## src/rtl/demux6_buf_pkg.sv

```systemverilog
// Shared constants for the 1-to-6 registered demultiplexer.
package demux6_buf_pkg;

  localparam int unsigned SEL_W      = 3;
  localparam int unsigned NUM_CH     = 6;
  localparam int unsigned DROP_CNT_W = 8;

  localparam logic [SEL_W-1:0] CH0 = 3'b000;
  localparam logic [SEL_W-1:0] CH1 = 3'b001;
  localparam logic [SEL_W-1:0] CH2 = 3'b010;
  localparam logic [SEL_W-1:0] CH3 = 3'b011;
  localparam logic [SEL_W-1:0] CH4 = 3'b100;
  localparam logic [SEL_W-1:0] CH5 = 3'b101;

  typedef enum logic {
    SLOT_EMPTY = 1'b0,
    SLOT_FULL  = 1'b1
  } slot_state_e;

endpackage

```

## src/rtl/demux6_slot.sv

```systemverilog
// One-entry valid/ready holding register for a single demux channel.
module demux6_slot
  import demux6_buf_pkg::*;
#(
  parameter int unsigned WIDTH = 8
) (
  input  logic             clk,
  input  logic             rst_n,
  input  logic             wr,
  input  logic [WIDTH-1:0] wdata,
  input  logic             rd,
  output logic             valid,
  output logic [WIDTH-1:0] data
);

  slot_state_e state_q;
  slot_state_e state_d;

  always_ff @(posedge clk or negedge rst_n) begin
    if (!rst_n) begin
      state_q <= SLOT_EMPTY;
    end else begin
      state_q <= state_d;
    end
  end

  // A write always wins: a simultaneous drain and write keeps the slot full.
  always_comb begin
    state_d = state_q;
    unique case (state_q)
      SLOT_EMPTY: if (wr)        state_d = SLOT_FULL;
      SLOT_FULL:  if (rd && !wr) state_d = SLOT_EMPTY;
      default:                   state_d = SLOT_EMPTY;
    endcase
  end

  always_ff @(posedge clk or negedge rst_n) begin
    if (!rst_n) begin
      data <= '0;
    end else if (wr) begin
      data <= wdata;
    end
  end

  assign valid = (state_q == SLOT_FULL);

endmodule

```

## src/rtl/demux6_buf.sv

```systemverilog
// Registered 1-to-6 demux with per-channel holding slots.
// Optional illegal-select drop counter enabled by DEMUX6_DROP_CNT_EN.
module demux6_buf
  import demux6_buf_pkg::*;
#(
  parameter int unsigned WIDTH = 8
) (
  input  logic              clk,
  input  logic              rst_n,
  input  logic              in_valid,
  output logic              in_ready,
  input  logic [WIDTH-1:0]  in_data,
  input  logic [SEL_W-1:0]  in_sel,
  output logic [NUM_CH-1:0] out_valid,
  input  logic [NUM_CH-1:0] out_ready,
  output logic [WIDTH-1:0]  y0,
  output logic [WIDTH-1:0]  y1,
  output logic [WIDTH-1:0]  y2,
  output logic [WIDTH-1:0]  y3,
  output logic [WIDTH-1:0]  y4,
  output logic [WIDTH-1:0]  y5,
  output logic              sel_err
`ifdef DEMUX6_DROP_CNT_EN
  ,
  output logic [DROP_CNT_W-1:0] drop_cnt
`endif
);

  logic              sel_legal;
  logic              illegal_hs;
  logic [NUM_CH-1:0] wr;
  logic [WIDTH-1:0]  y_arr [NUM_CH];

  assign sel_legal  = (in_sel < SEL_W'(NUM_CH));
  assign illegal_hs = in_valid && !sel_legal;

  // Illegal selects are always accepted and discarded.
  always_comb begin
    in_ready = 1'b1;
    wr       = '0;
    for (int k = 0; k < int'(NUM_CH); k++) begin
      if (in_sel == SEL_W'(k)) begin
        in_ready = !out_valid[k] || out_ready[k];
      end
    end
    for (int k = 0; k < int'(NUM_CH); k++) begin
      wr[k] = in_valid && in_ready && (in_sel == SEL_W'(k));
    end
  end

  for (genvar k = 0; k < int'(NUM_CH); k++) begin : g_slot
    demux6_slot #(.WIDTH(WIDTH)) u_slot (
      .clk   (clk),
      .rst_n (rst_n),
      .wr    (wr[k]),
      .wdata (in_data),
      .rd    (out_ready[k]),
      .valid (out_valid[k]),
      .data  (y_arr[k])
    );
  end

  assign y0 = y_arr[CH0];
  assign y1 = y_arr[CH1];
  assign y2 = y_arr[CH2];
  assign y3 = y_arr[CH3];
  assign y4 = y_arr[CH4];
  assign y5 = y_arr[CH5];

  always_ff @(posedge clk or negedge rst_n) begin
    if (!rst_n) begin
      sel_err <= 1'b0;
    end else begin
      sel_err <= illegal_hs;
    end
  end

`ifdef DEMUX6_DROP_CNT_EN
  // Saturating count of discarded beats.
  always_ff @(posedge clk or negedge rst_n) begin
    if (!rst_n) begin
      drop_cnt <= '0;
    end else if (illegal_hs && (drop_cnt != '1)) begin
      drop_cnt <= drop_cnt + DROP_CNT_W'(1);
    end
  end
`endif

endmodule

```

## config.mk

```make
export PLATFORM = sky130hd
export DESIGN_NAME = demux6_buf
export DESIGN_NICKNAME = d
export VERILOG_FILES = /design/src/rtl/demux6_buf_pkg.sv /design/src/rtl/demux6_slot.sv /design/src/rtl/demux6_buf.sv
export SDC_FILE = /design/constraint.sdc
export NUM_CORES = 1
export LEC_CHECK = 0
export CORE_UTILIZATION = 50
export CTS_BUF_LIST = sky130_fd_sc_hd__clkbuf_4 sky130_fd_sc_hd__clkbuf_8
export CTS_CLUSTER_SIZE = 14
export DETAILED_ROUTE_END_ITERATION = 16
export PLACE_DENSITY = 0.82
export SYNTH_ARGS = -nofsm -noshare
export SYNTH_HDL_FRONTEND = slang
export SYNTH_SLANG_ARGS = --single-unit
export TNS_END_PERCENT = 100
```

## constraint.sdc

```tcl
create_clock -name clk -period 4.4 [get_ports clk]
set_clock_uncertainty 0.05 [all_clocks]
set_input_delay 0.88 -clock clk [delete_from_list [all_inputs] [get_ports clk]]
set_output_delay 0.88 -clock clk [all_outputs]
set_load 0.01 [all_outputs]
```

==> flow_results.xml, run 1 <==
<?xml version="1.0" encoding="UTF-8"?>
<metrics>
  <group name="synthesis">
    <metric name="synth_top_family_by_area" unit="">multiplexers</metric>
    <metric name="post_synth.cell_area_avg" unit="um^2">13.10</metric>
    <metric name="ys_ff_latch" unit="">55</metric>
    <metric name="synth-seq-area-share" unit="%">55.87</metric>
    <metric name="post_synth_instance_area" unit="um^2">2464</metric>
    <metric name="yosys.area_share.adder" unit="%">0</metric>
    <metric name="synth_area_in_compound_gates" unit="%">8.532</metric>
    <metric name="synth.yosys.warnings" unit="">0</metric>
    <metric name="post_synth_and_or_nand_nor_area_fraction" unit="%">11.99</metric>
    <metric name="synth.net_count" unit="">208</metric>
    <metric name="synth_cell_types" unit="">34</metric>
    <metric name="synth_cells" unit="">188</metric>
    <metric name="synthMuxAreaShare" unit="%">19.50</metric>
    <metric name="synthXorXnorAreaFrac" unit="%">0</metric>
  </group>
  <group name="setup_path">
    <metric name="cp_data_arrival_time" unit="ns">3.02</metric>
    <metric name="crit_path_end_kind" unit="">output port</metric>
    <metric name="slowest_stage" unit="">sky130_fd_sc_hd__clkdlybuf4s50_1</metric>
    <metric name="critPathMaxFanout" unit="">13</metric>
    <metric name="critical_path.cell_chain" unit="">clkdlybuf4s50_1, or3b_1, o31ai_2, a21oi_1, nand2_1, clkdlybuf4s50_1</metric>
    <metric name="timing.setup.critical_path_class" unit="">input pin to output port</metric>
    <metric name="rr_endpoint" unit="">g_slot[0].u_slot.data[3]</metric>
    <metric name="critical_path.max_stage_delay" unit="ns">0.65</metric>
    <metric name="r2r_setup_slack" unit="ns">2.57</metric>
    <metric name="critPathLaunchType" unit="">input pin</metric>
    <metric name="reg2reg_from" unit="">g_slot[2].u_slot.valid</metric>
    <metric name="worst-r2r-cell-count" unit="">4</metric>
    <metric name="critical_path.most_common_cell" unit="">sky130_fd_sc_hd__clkdlybuf4s50_1</metric>
    <metric name="critPathRequiredTime" unit="ns">3.47</metric>
  </group>
  <group name="cts">
    <metric name="cts.hold.buffers_added" unit="">0</metric>
    <metric name="cts_repair_resize_count" unit="">0</metric>
    <metric name="cts.sink_count" unit="">55</metric>
    <metric name="clock_insertion_delay_worst_skew" unit="ns">0.31</metric>
    <metric name="cts_made_buffers" unit="">5</metric>
    <metric name="cts.clk_slew.worst_paths" unit="ns">0.09</metric>
    <metric name="cts.path.max_buffers" unit="">2</metric>
    <metric name="cts_htree_levels" unit="">2</metric>
    <metric name="clock_tree_from_tritoncts" unit="">yes</metric>
    <metric name="cts_setup_buffers" unit="">0</metric>
    <metric name="cts-root-buf" unit="">sky130_fd_sc_hd__clkbuf_8</metric>
  </group>
  <group name="layout">
    <metric name="nets" unit="">278</metric>
    <metric name="layout_commonest_cell" unit="">sky130_fd_sc_hd__clkdlybuf4s50_1</metric>
    <metric name="synthToLayoutAreaGrowth" unit="%">36.21</metric>
    <metric name="num_antenna_cells" unit="">0</metric>
    <metric name="post_route_cells_drive_above_1_share" unit="%">18.53</metric>
    <metric name="layout.area.seq" unit="um^2">1376</metric>
    <metric name="combined_area_of_the_multi_input_logic_cells" unit="um^2">985.9</metric>
    <metric name="most-common-layout-cells" unit="">sky130_fd_sc_hd__clkdlybuf4s50_1, sky130_fd_sc_hd__dfrtp_1, sky130_fd_sc_hd__nand2_1</metric>
    <metric name="num-fill-cells" unit="">359</metric>
  </group>
  <group name="sta">
    <metric name="final_worst_path_period_share" unit="%">89.85</metric>
    <metric name="rsz0062_at_grt" unit="">no</metric>
    <metric name="final_setup_slack_of_the_worst_path" unit="ns">0.4465</metric>
    <metric name="layout_min_cycle_time" unit="ns">3.953</metric>
    <metric name="clock.fmax" unit="MHz">252.9</metric>
    <metric name="report.final.hold_viol_count" unit="">0</metric>
    <metric name="worstMarginPinSlew" unit="ns">0.6619</metric>
    <metric name="sum_of_negative_setup_slack" unit="ns">0</metric>
    <metric name="timing.max_slew.rel_slack" unit="%">55.74</metric>
    <metric name="setup_viol" unit="">0</metric>
    <metric name="maxSlewViolCount" unit="">0</metric>
  </group>
  <group name="worst_hold_path">
    <metric name="hold_path.startpoint" unit="">g_slot[4].u_slot.data[4]</metric>
    <metric name="hold_class" unit="">flip-flop to flip-flop</metric>
    <metric name="worstHoldEndpoint" unit="">g_slot[4].u_slot.data[4]</metric>
    <metric name="holdPathStages" unit="">1</metric>
  </group>
  <group name="drt">
    <metric name="viasPerCell" unit="">5.377</metric>
    <metric name="drt_first_pass_iters" unit="">4</metric>
    <metric name="route.vias.total" unit="">1753</metric>
    <metric name="drt_iter0_markers" unit="">103</metric>
    <metric name="drt-wirelength-per-cell" unit="um">16.56</metric>
    <metric name="drc_errors" unit="">0</metric>
    <metric name="totalWireLength" unit="um">5400</metric>
    <metric name="route.antenna.remaining_nets" unit="">0</metric>
  </group>
  <group name="die">
    <metric name="floorplan.die_area" unit="um^2">5212</metric>
    <metric name="die_h" unit="um">72.20</metric>
    <metric name="io_pins" unit="">76</metric>
    <metric name="floorplan.initialDensity" unit="%">52.16</metric>
    <metric name="placement_rows" unit="">25</metric>
    <metric name="coreArea" unit="um^2">4723</metric>
    <metric name="die_boundary_width" unit="um">72.20</metric>
  </group>
  <group name="flow_run">
    <metric name="timing.max_cap.violations" unit="">0</metric>
  </group>
  <group name="global_route">
    <metric name="grt_pass1_vias" unit="">1762</metric>
    <metric name="grt_antenna_before_repair" unit="">0</metric>
    <metric name="grtUsageTotal" unit="%">22.54</metric>
    <metric name="grt.overflow.total" unit="">0</metric>
    <metric name="grt_max_degree" unit="">30</metric>
    <metric name="wire_length_of_the_first_global_routing_pass" unit="um">8818</metric>
  </group>
  <group name="place">
    <metric name="post-place-ws" unit="ns">0.4742</metric>
    <metric name="detailedPlacementHpwl" unit="um">3708</metric>
    <metric name="routabilityCongestion" unit="">0.8104</metric>
    <metric name="port_buffers" unit="">75</metric>
  </group>
  <group name="run_status">
    <metric name="status" unit="">finished clean</metric>
  </group>
  <group name="power_and_ir_drop">
    <metric name="ir_worst_vdd" unit="mV">0.3468</metric>
    <metric name="power_density" unit="nW/um^2">461.6</metric>
    <metric name="leakage" unit="uW">0.001398</metric>
  </group>
</metrics>
cells in the mapped netlist:
library cell | count | area, um^2
sky130_fd_sc_hd__a21o_1 | 1 | 7.510
sky130_fd_sc_hd__a21oi_1 | 1 | 5.000
sky130_fd_sc_hd__a21oi_2 | 1 | 8.760
sky130_fd_sc_hd__a21oi_4 | 1 | 16.27
sky130_fd_sc_hd__and2b_1 | 1 | 7.510
sky130_fd_sc_hd__and3_1 | 3 | 18.77
sky130_fd_sc_hd__buf_1 | 2 | 7.510
sky130_fd_sc_hd__buf_2 | 5 | 25.02
sky130_fd_sc_hd__buf_4 | 7 | 52.55
sky130_fd_sc_hd__buf_6 | 1 | 11.26
sky130_fd_sc_hd__clkinv_2 | 1 | 5.000
sky130_fd_sc_hd__dfrtp_1 | 55 | 1376
sky130_fd_sc_hd__mux2_1 | 12 | 135.1
sky130_fd_sc_hd__mux2_2 | 20 | 225.2
sky130_fd_sc_hd__mux2_4 | 8 | 120.1
sky130_fd_sc_hd__nand2_1 | 21 | 78.83
sky130_fd_sc_hd__nand2_2 | 1 | 6.260
sky130_fd_sc_hd__nand2b_1 | 7 | 43.79
sky130_fd_sc_hd__nand3_1 | 1 | 5.000
sky130_fd_sc_hd__nand4_1 | 2 | 12.51
sky130_fd_sc_hd__nor2_1 | 1 | 3.750
sky130_fd_sc_hd__nor2b_1 | 5 | 31.28
sky130_fd_sc_hd__nor3_1 | 1 | 5.000
sky130_fd_sc_hd__nor3_4 | 1 | 16.27
sky130_fd_sc_hd__nor4_4 | 1 | 21.27
sky130_fd_sc_hd__o2111ai_1 | 8 | 70.07
sky130_fd_sc_hd__o211ai_1 | 8 | 60.06
sky130_fd_sc_hd__o21ai_0 | 2 | 10.01
sky130_fd_sc_hd__o21ai_1 | 1 | 5.000
sky130_fd_sc_hd__o21bai_1 | 2 | 15.01
sky130_fd_sc_hd__o31ai_2 | 1 | 12.51
sky130_fd_sc_hd__or3_1 | 4 | 25.02
sky130_fd_sc_hd__or3b_1 | 1 | 8.760
sky130_fd_sc_hd__or4_4 | 1 | 11.26
report_power, final:
part | switching [uW] | total [uW] | leakage [uW] | internal (uW)
sequential | 64.9 | 682 | 0.000666 | 617
clock | 161 | 394 | 0.0000688 | 234
combinational | 179 | 473 | 0.000663 | 294
total | 405 | 1550 | 0.00140 | 1140
cell families after synthesis:
family,Yosys count
buffers and inverters,16
DFF,55
AOI/OAI and AO/OA,26
muxes,40
and+or+nand+nor,51
critical path, delay by kind of cell:
kind / cells / cell delay (ns)
buffers and inverters: 2 / 1.17
AOI/OAI and AO/OA: 2 / 0.28
and+or+nand+nor: 2 / 0.69
metrics by stage:
stage | hold WS, ns | cells | total power [uW] | util (%) | instance area, um^2
after CTS | 0.4511 | 326 | 1561 | 71.05 | 3356
final | 0.4454 | 326 | 1549 | 71.05 | 3356
after global placement | 0.4229 | 318 | 1155 | 68.16 | 3219
after detailed placement | 0.4299 | 318 | 1167 | 68.16 | 3219
after global routing | 0.4695 | 326 | 1627 | 71.05 | 3356
after floorplan | 0.4275 | 188 | 877.4 | - | 2464
registers in the layout, summed over array words and instances, names as in the netlist:
signal,count
g_slot.u_slot.data,48
sel_err,1
g_slot.u_slot.valid,6
worst max-delay path by stage:
stage / start / endpoint / slack (ns) / depth (start not counted)
2_1_floorplan: in_sel[1] / in_ready / 1.62 / 6
3_3_place_gp: in_sel[1] / in_ready / 0.53 / 6
3_5_place_dp: in_sel[1] / in_ready / 0.47 / 6
4_1_cts: in_sel[1] / in_ready / 0.47 / 6
5_1_grt: in_sel[1] / in_ready / 0.36 / 6
6_report: in_sel[1] / in_ready / 0.45 / 6
layer usage:
metal	part of all wire, %	vias to the layer above	GRT usage (%)
met5	0	-	0
met4	0.74	0	6.100
met3	6.5	6	7.778
met2	49	53	36.14
met1	44	890	29.34
li1	-	804	-
area by class of cell:
cell class | instances | area share (%)
sequential | 55 | 41.01
multi-input combinational | 117 | 29.38
timing repair buffer | 78 | 22.89
tap | 67 | 2.498
clock buffer | 6 | 2.274
clock inverter | 2 | 1.790
inverter | 1 | 0.1491
Power figures use the tool's default switching activity.
==> inputs of run 2 (changes only) <==
--- a/config.mk
+++ b/config.mk
@@ -7,3 +7,3 @@
 export LEC_CHECK = 0
-export CORE_UTILIZATION = 50
+export CORE_UTILIZATION = 48
 export CTS_BUF_LIST = sky130_fd_sc_hd__clkbuf_4 sky130_fd_sc_hd__clkbuf_8
@@ -11,3 +11,3 @@
 export DETAILED_ROUTE_END_ITERATION = 16
-export PLACE_DENSITY = 0.82
+export PLACE_DENSITY = 0.79
 export SYNTH_ARGS = -nofsm -noshare
==> constraint.sdc (replaced) <==
create_clock -name clk -period 4.39 [get_ports clk]
set_clock_uncertainty 0.05 [all_clocks]
set_input_delay 0.439 -clock clk [delete_from_list [all_inputs] [get_ports clk]]
set_output_delay 0.439 -clock clk [all_outputs]
set_load 0.01 [all_outputs]
==> flow_results.xml, run 2 (synthesis results as in run 1) <==
<?xml version="1.0" encoding="UTF-8"?>
<metrics>
  <group name="cts">
    <metric name="cts_setup_buffers" unit="">0</metric>
    <metric name="cts.path.max_buffers" unit="">2</metric>
    <metric name="clock_tree_from_tritoncts" unit="">yes</metric>
    <metric name="cts.clk_slew.worst_paths" unit="ns">0.10</metric>
    <metric name="cts.sink_count" unit="">55</metric>
    <metric name="cts_repair_resize_count" unit="">0</metric>
    <metric name="cts_htree_levels" unit="">2</metric>
    <metric name="cts.hold.buffers_added" unit="">0</metric>
    <metric name="cts-root-buf" unit="">sky130_fd_sc_hd__clkbuf_8</metric>
    <metric name="clock_insertion_delay_worst_skew" unit="ns">0.31</metric>
    <metric name="cts_made_buffers" unit="">5</metric>
  </group>
  <group name="setup_path">
    <metric name="critical_path.cell_chain" unit="">clkdlybuf4s50_1, or3b_1, o31ai_2, a21oi_1, nand2_1, clkdlybuf4s50_1</metric>
    <metric name="cp_data_arrival_time" unit="ns">2.58</metric>
    <metric name="r2r_setup_slack" unit="ns">2.52</metric>
    <metric name="rr_endpoint" unit="">g_slot[0].u_slot.data[6]</metric>
    <metric name="critPathLaunchType" unit="">input pin</metric>
    <metric name="critical_path.max_stage_delay" unit="ns">0.72</metric>
    <metric name="slowest_stage" unit="">sky130_fd_sc_hd__clkdlybuf4s50_1</metric>
    <metric name="critPathMaxFanout" unit="">11</metric>
    <metric name="crit_path_end_kind" unit="">output port</metric>
    <metric name="reg2reg_from" unit="">g_slot[2].u_slot.valid</metric>
    <metric name="critical_path.most_common_cell" unit="">sky130_fd_sc_hd__clkdlybuf4s50_1</metric>
    <metric name="worst-r2r-cell-count" unit="">4</metric>
    <metric name="timing.setup.critical_path_class" unit="">input pin to output port</metric>
    <metric name="critPathRequiredTime" unit="ns">3.90</metric>
  </group>
  <group name="drt">
    <metric name="totalWireLength" unit="um">5388</metric>
    <metric name="drt_first_pass_iters" unit="">4</metric>
    <metric name="route.vias.total" unit="">1698</metric>
    <metric name="drt_iter0_markers" unit="">121</metric>
    <metric name="route.antenna.remaining_nets" unit="">0</metric>
    <metric name="drc_errors" unit="">0</metric>
    <metric name="viasPerCell" unit="">5.241</metric>
    <metric name="drt-wirelength-per-cell" unit="um">16.63</metric>
  </group>
  <group name="sta">
    <metric name="layout_min_cycle_time" unit="ns">3.068</metric>
    <metric name="worstMarginPinSlew" unit="ns">0.7043</metric>
    <metric name="timing.hold.ws" unit="ns">0.1909</metric>
    <metric name="setup_viol" unit="">0</metric>
    <metric name="final_worst_path_period_share" unit="%">69.88</metric>
    <metric name="clock.fmax" unit="MHz">326.0</metric>
    <metric name="timing.max_slew.rel_slack" unit="%">53.05</metric>
    <metric name="report.final.hold_viol_count" unit="">0</metric>
    <metric name="rsz0062_at_grt" unit="">no</metric>
    <metric name="maxSlewViolCount" unit="">0</metric>
    <metric name="sum_of_negative_setup_slack" unit="ns">0</metric>
  </group>
  <group name="die">
    <metric name="floorplan.die_area" unit="um^2">5423</metric>
    <metric name="floorplan.initialDensity" unit="%">51.14</metric>
    <metric name="placement_rows" unit="">25</metric>
    <metric name="coreArea" unit="um^2">4817</metric>
    <metric name="io_pins" unit="">76</metric>
    <metric name="die_h" unit="um">73.64</metric>
    <metric name="die_boundary_width" unit="um">73.64</metric>
  </group>
  <group name="global_route">
    <metric name="grt.overflow.total" unit="">0</metric>
    <metric name="busiest_layer" unit="">met2</metric>
    <metric name="grt_max_degree" unit="">56</metric>
    <metric name="grt_pass1_vias" unit="">1629</metric>
    <metric name="use_met1" unit="%">28.75</metric>
    <metric name="grt_use_met3" unit="%">7.270</metric>
    <metric name="grt_use_met2" unit="%">32.42</metric>
    <metric name="wire_length_of_the_first_global_routing_pass" unit="um">8307</metric>
    <metric name="grt_antenna_before_repair" unit="">0</metric>
    <metric name="grtUsageTotal" unit="%">21.16</metric>
  </group>
  <group name="place">
    <metric name="postPlaceCellArea" unit="um^2">3204</metric>
    <metric name="detailedPlacementHpwl" unit="um">3611</metric>
    <metric name="port_buffers" unit="">75</metric>
    <metric name="routabilityCongestion" unit="">0.8376</metric>
  </group>
  <group name="layout">
    <metric name="num-fill-cells" unit="">390</metric>
    <metric name="post_route_cells_drive_above_1_share" unit="%">17.90</metric>
    <metric name="synthToLayoutAreaGrowth" unit="%">33.82</metric>
    <metric name="regMostFlops" unit="">g_slot.u_slot.data</metric>
    <metric name="layout_commonest_cell" unit="">sky130_fd_sc_hd__clkdlybuf4s50_1</metric>
    <metric name="most-common-layout-cells" unit="">sky130_fd_sc_hd__clkdlybuf4s50_1, sky130_fd_sc_hd__dfrtp_1, sky130_fd_sc_hd__nand2_1</metric>
    <metric name="num_antenna_cells" unit="">0</metric>
    <metric name="nets" unit="">276</metric>
    <metric name="largest_register_ff_count" unit="">48</metric>
    <metric name="finalInstanceArea" unit="um^2">3297</metric>
  </group>
  <group name="power_and_ir_drop">
    <metric name="ir_worst_vdd" unit="mV">0.2395</metric>
    <metric name="leakage" unit="uW">0.001364</metric>
    <metric name="power_density" unit="nW/um^2">439.1</metric>
  </group>
  <group name="worst_hold_path">
    <metric name="hold_class" unit="">input pin to async pin</metric>
  </group>
  <group name="run_status">
    <metric name="status" unit="">finished clean</metric>
  </group>
  <group name="flow_run">
    <metric name="timing.max_cap.violations" unit="">0</metric>
  </group>
</metrics>
## run 2: worst max-delay path by stage
stage	cells past startpoint	slack (ns)	endpoint	start
floorplan	6	2.49	in_ready	in_sel[1]
global route	6	1.20	in_ready	in_sel[0]
finish	6	1.32	in_ready	in_sel[2]
global placement	6	1.36	in_ready	in_sel[2]
CTS	6	1.33	in_ready	in_sel[2]
detailed placement	6	1.33	in_ready	in_sel[2]
## run 2: worst max-delay path: cells and delay by family
family / cells / cell delay (ns)
AO/OA/AOI/OAI: 2 / 0.28
AND/OR/NAND/NOR: 2 / 0.61
buffers and inverters: 2 / 1.25
## run 2: routing by layer
metal	vias up	part of all wire [%]
met3	4	7.8
li1	803	-
met5	-	0
met1	831	46
met2	60	45
met4	0	1.1
## run 2: where the power goes
group,switching (uW),internal (uW)
Clock,171,121
Combinational,180,293
Sequential,64.3,618
Total,415,1030
## run 2: metrics by stage
stage,total power [uW],util (%),instances,setup slack [ns]
final,1448,68.44,324,1.322
after global placement,1158,66.52,316,1.359
after global routing,1511,68.44,324,1.201
after floorplan,879.4,-,188,2.495
after CTS,1462,68.44,324,1.329
after detailed placement,1169,66.52,316,1.335
## run 2: layout make-up
| cell class | count | area, um^2 | share of cell area [%] |
|---|---|---|---|
| sequential | 55 | 1376 | 41.75 |
| multi-input combinational | 117 | 985.9 | 29.91 |
| timing repair buffer | 76 | 753.2 | 22.85 |
| tap | 67 | 83.83 | 2.543 |
| clock buffer | 6 | 76.32 | 2.315 |
| clock inverter | 2 | 16.27 | 0.4934 |
| inverter | 1 | 5.005 | 0.1518 |
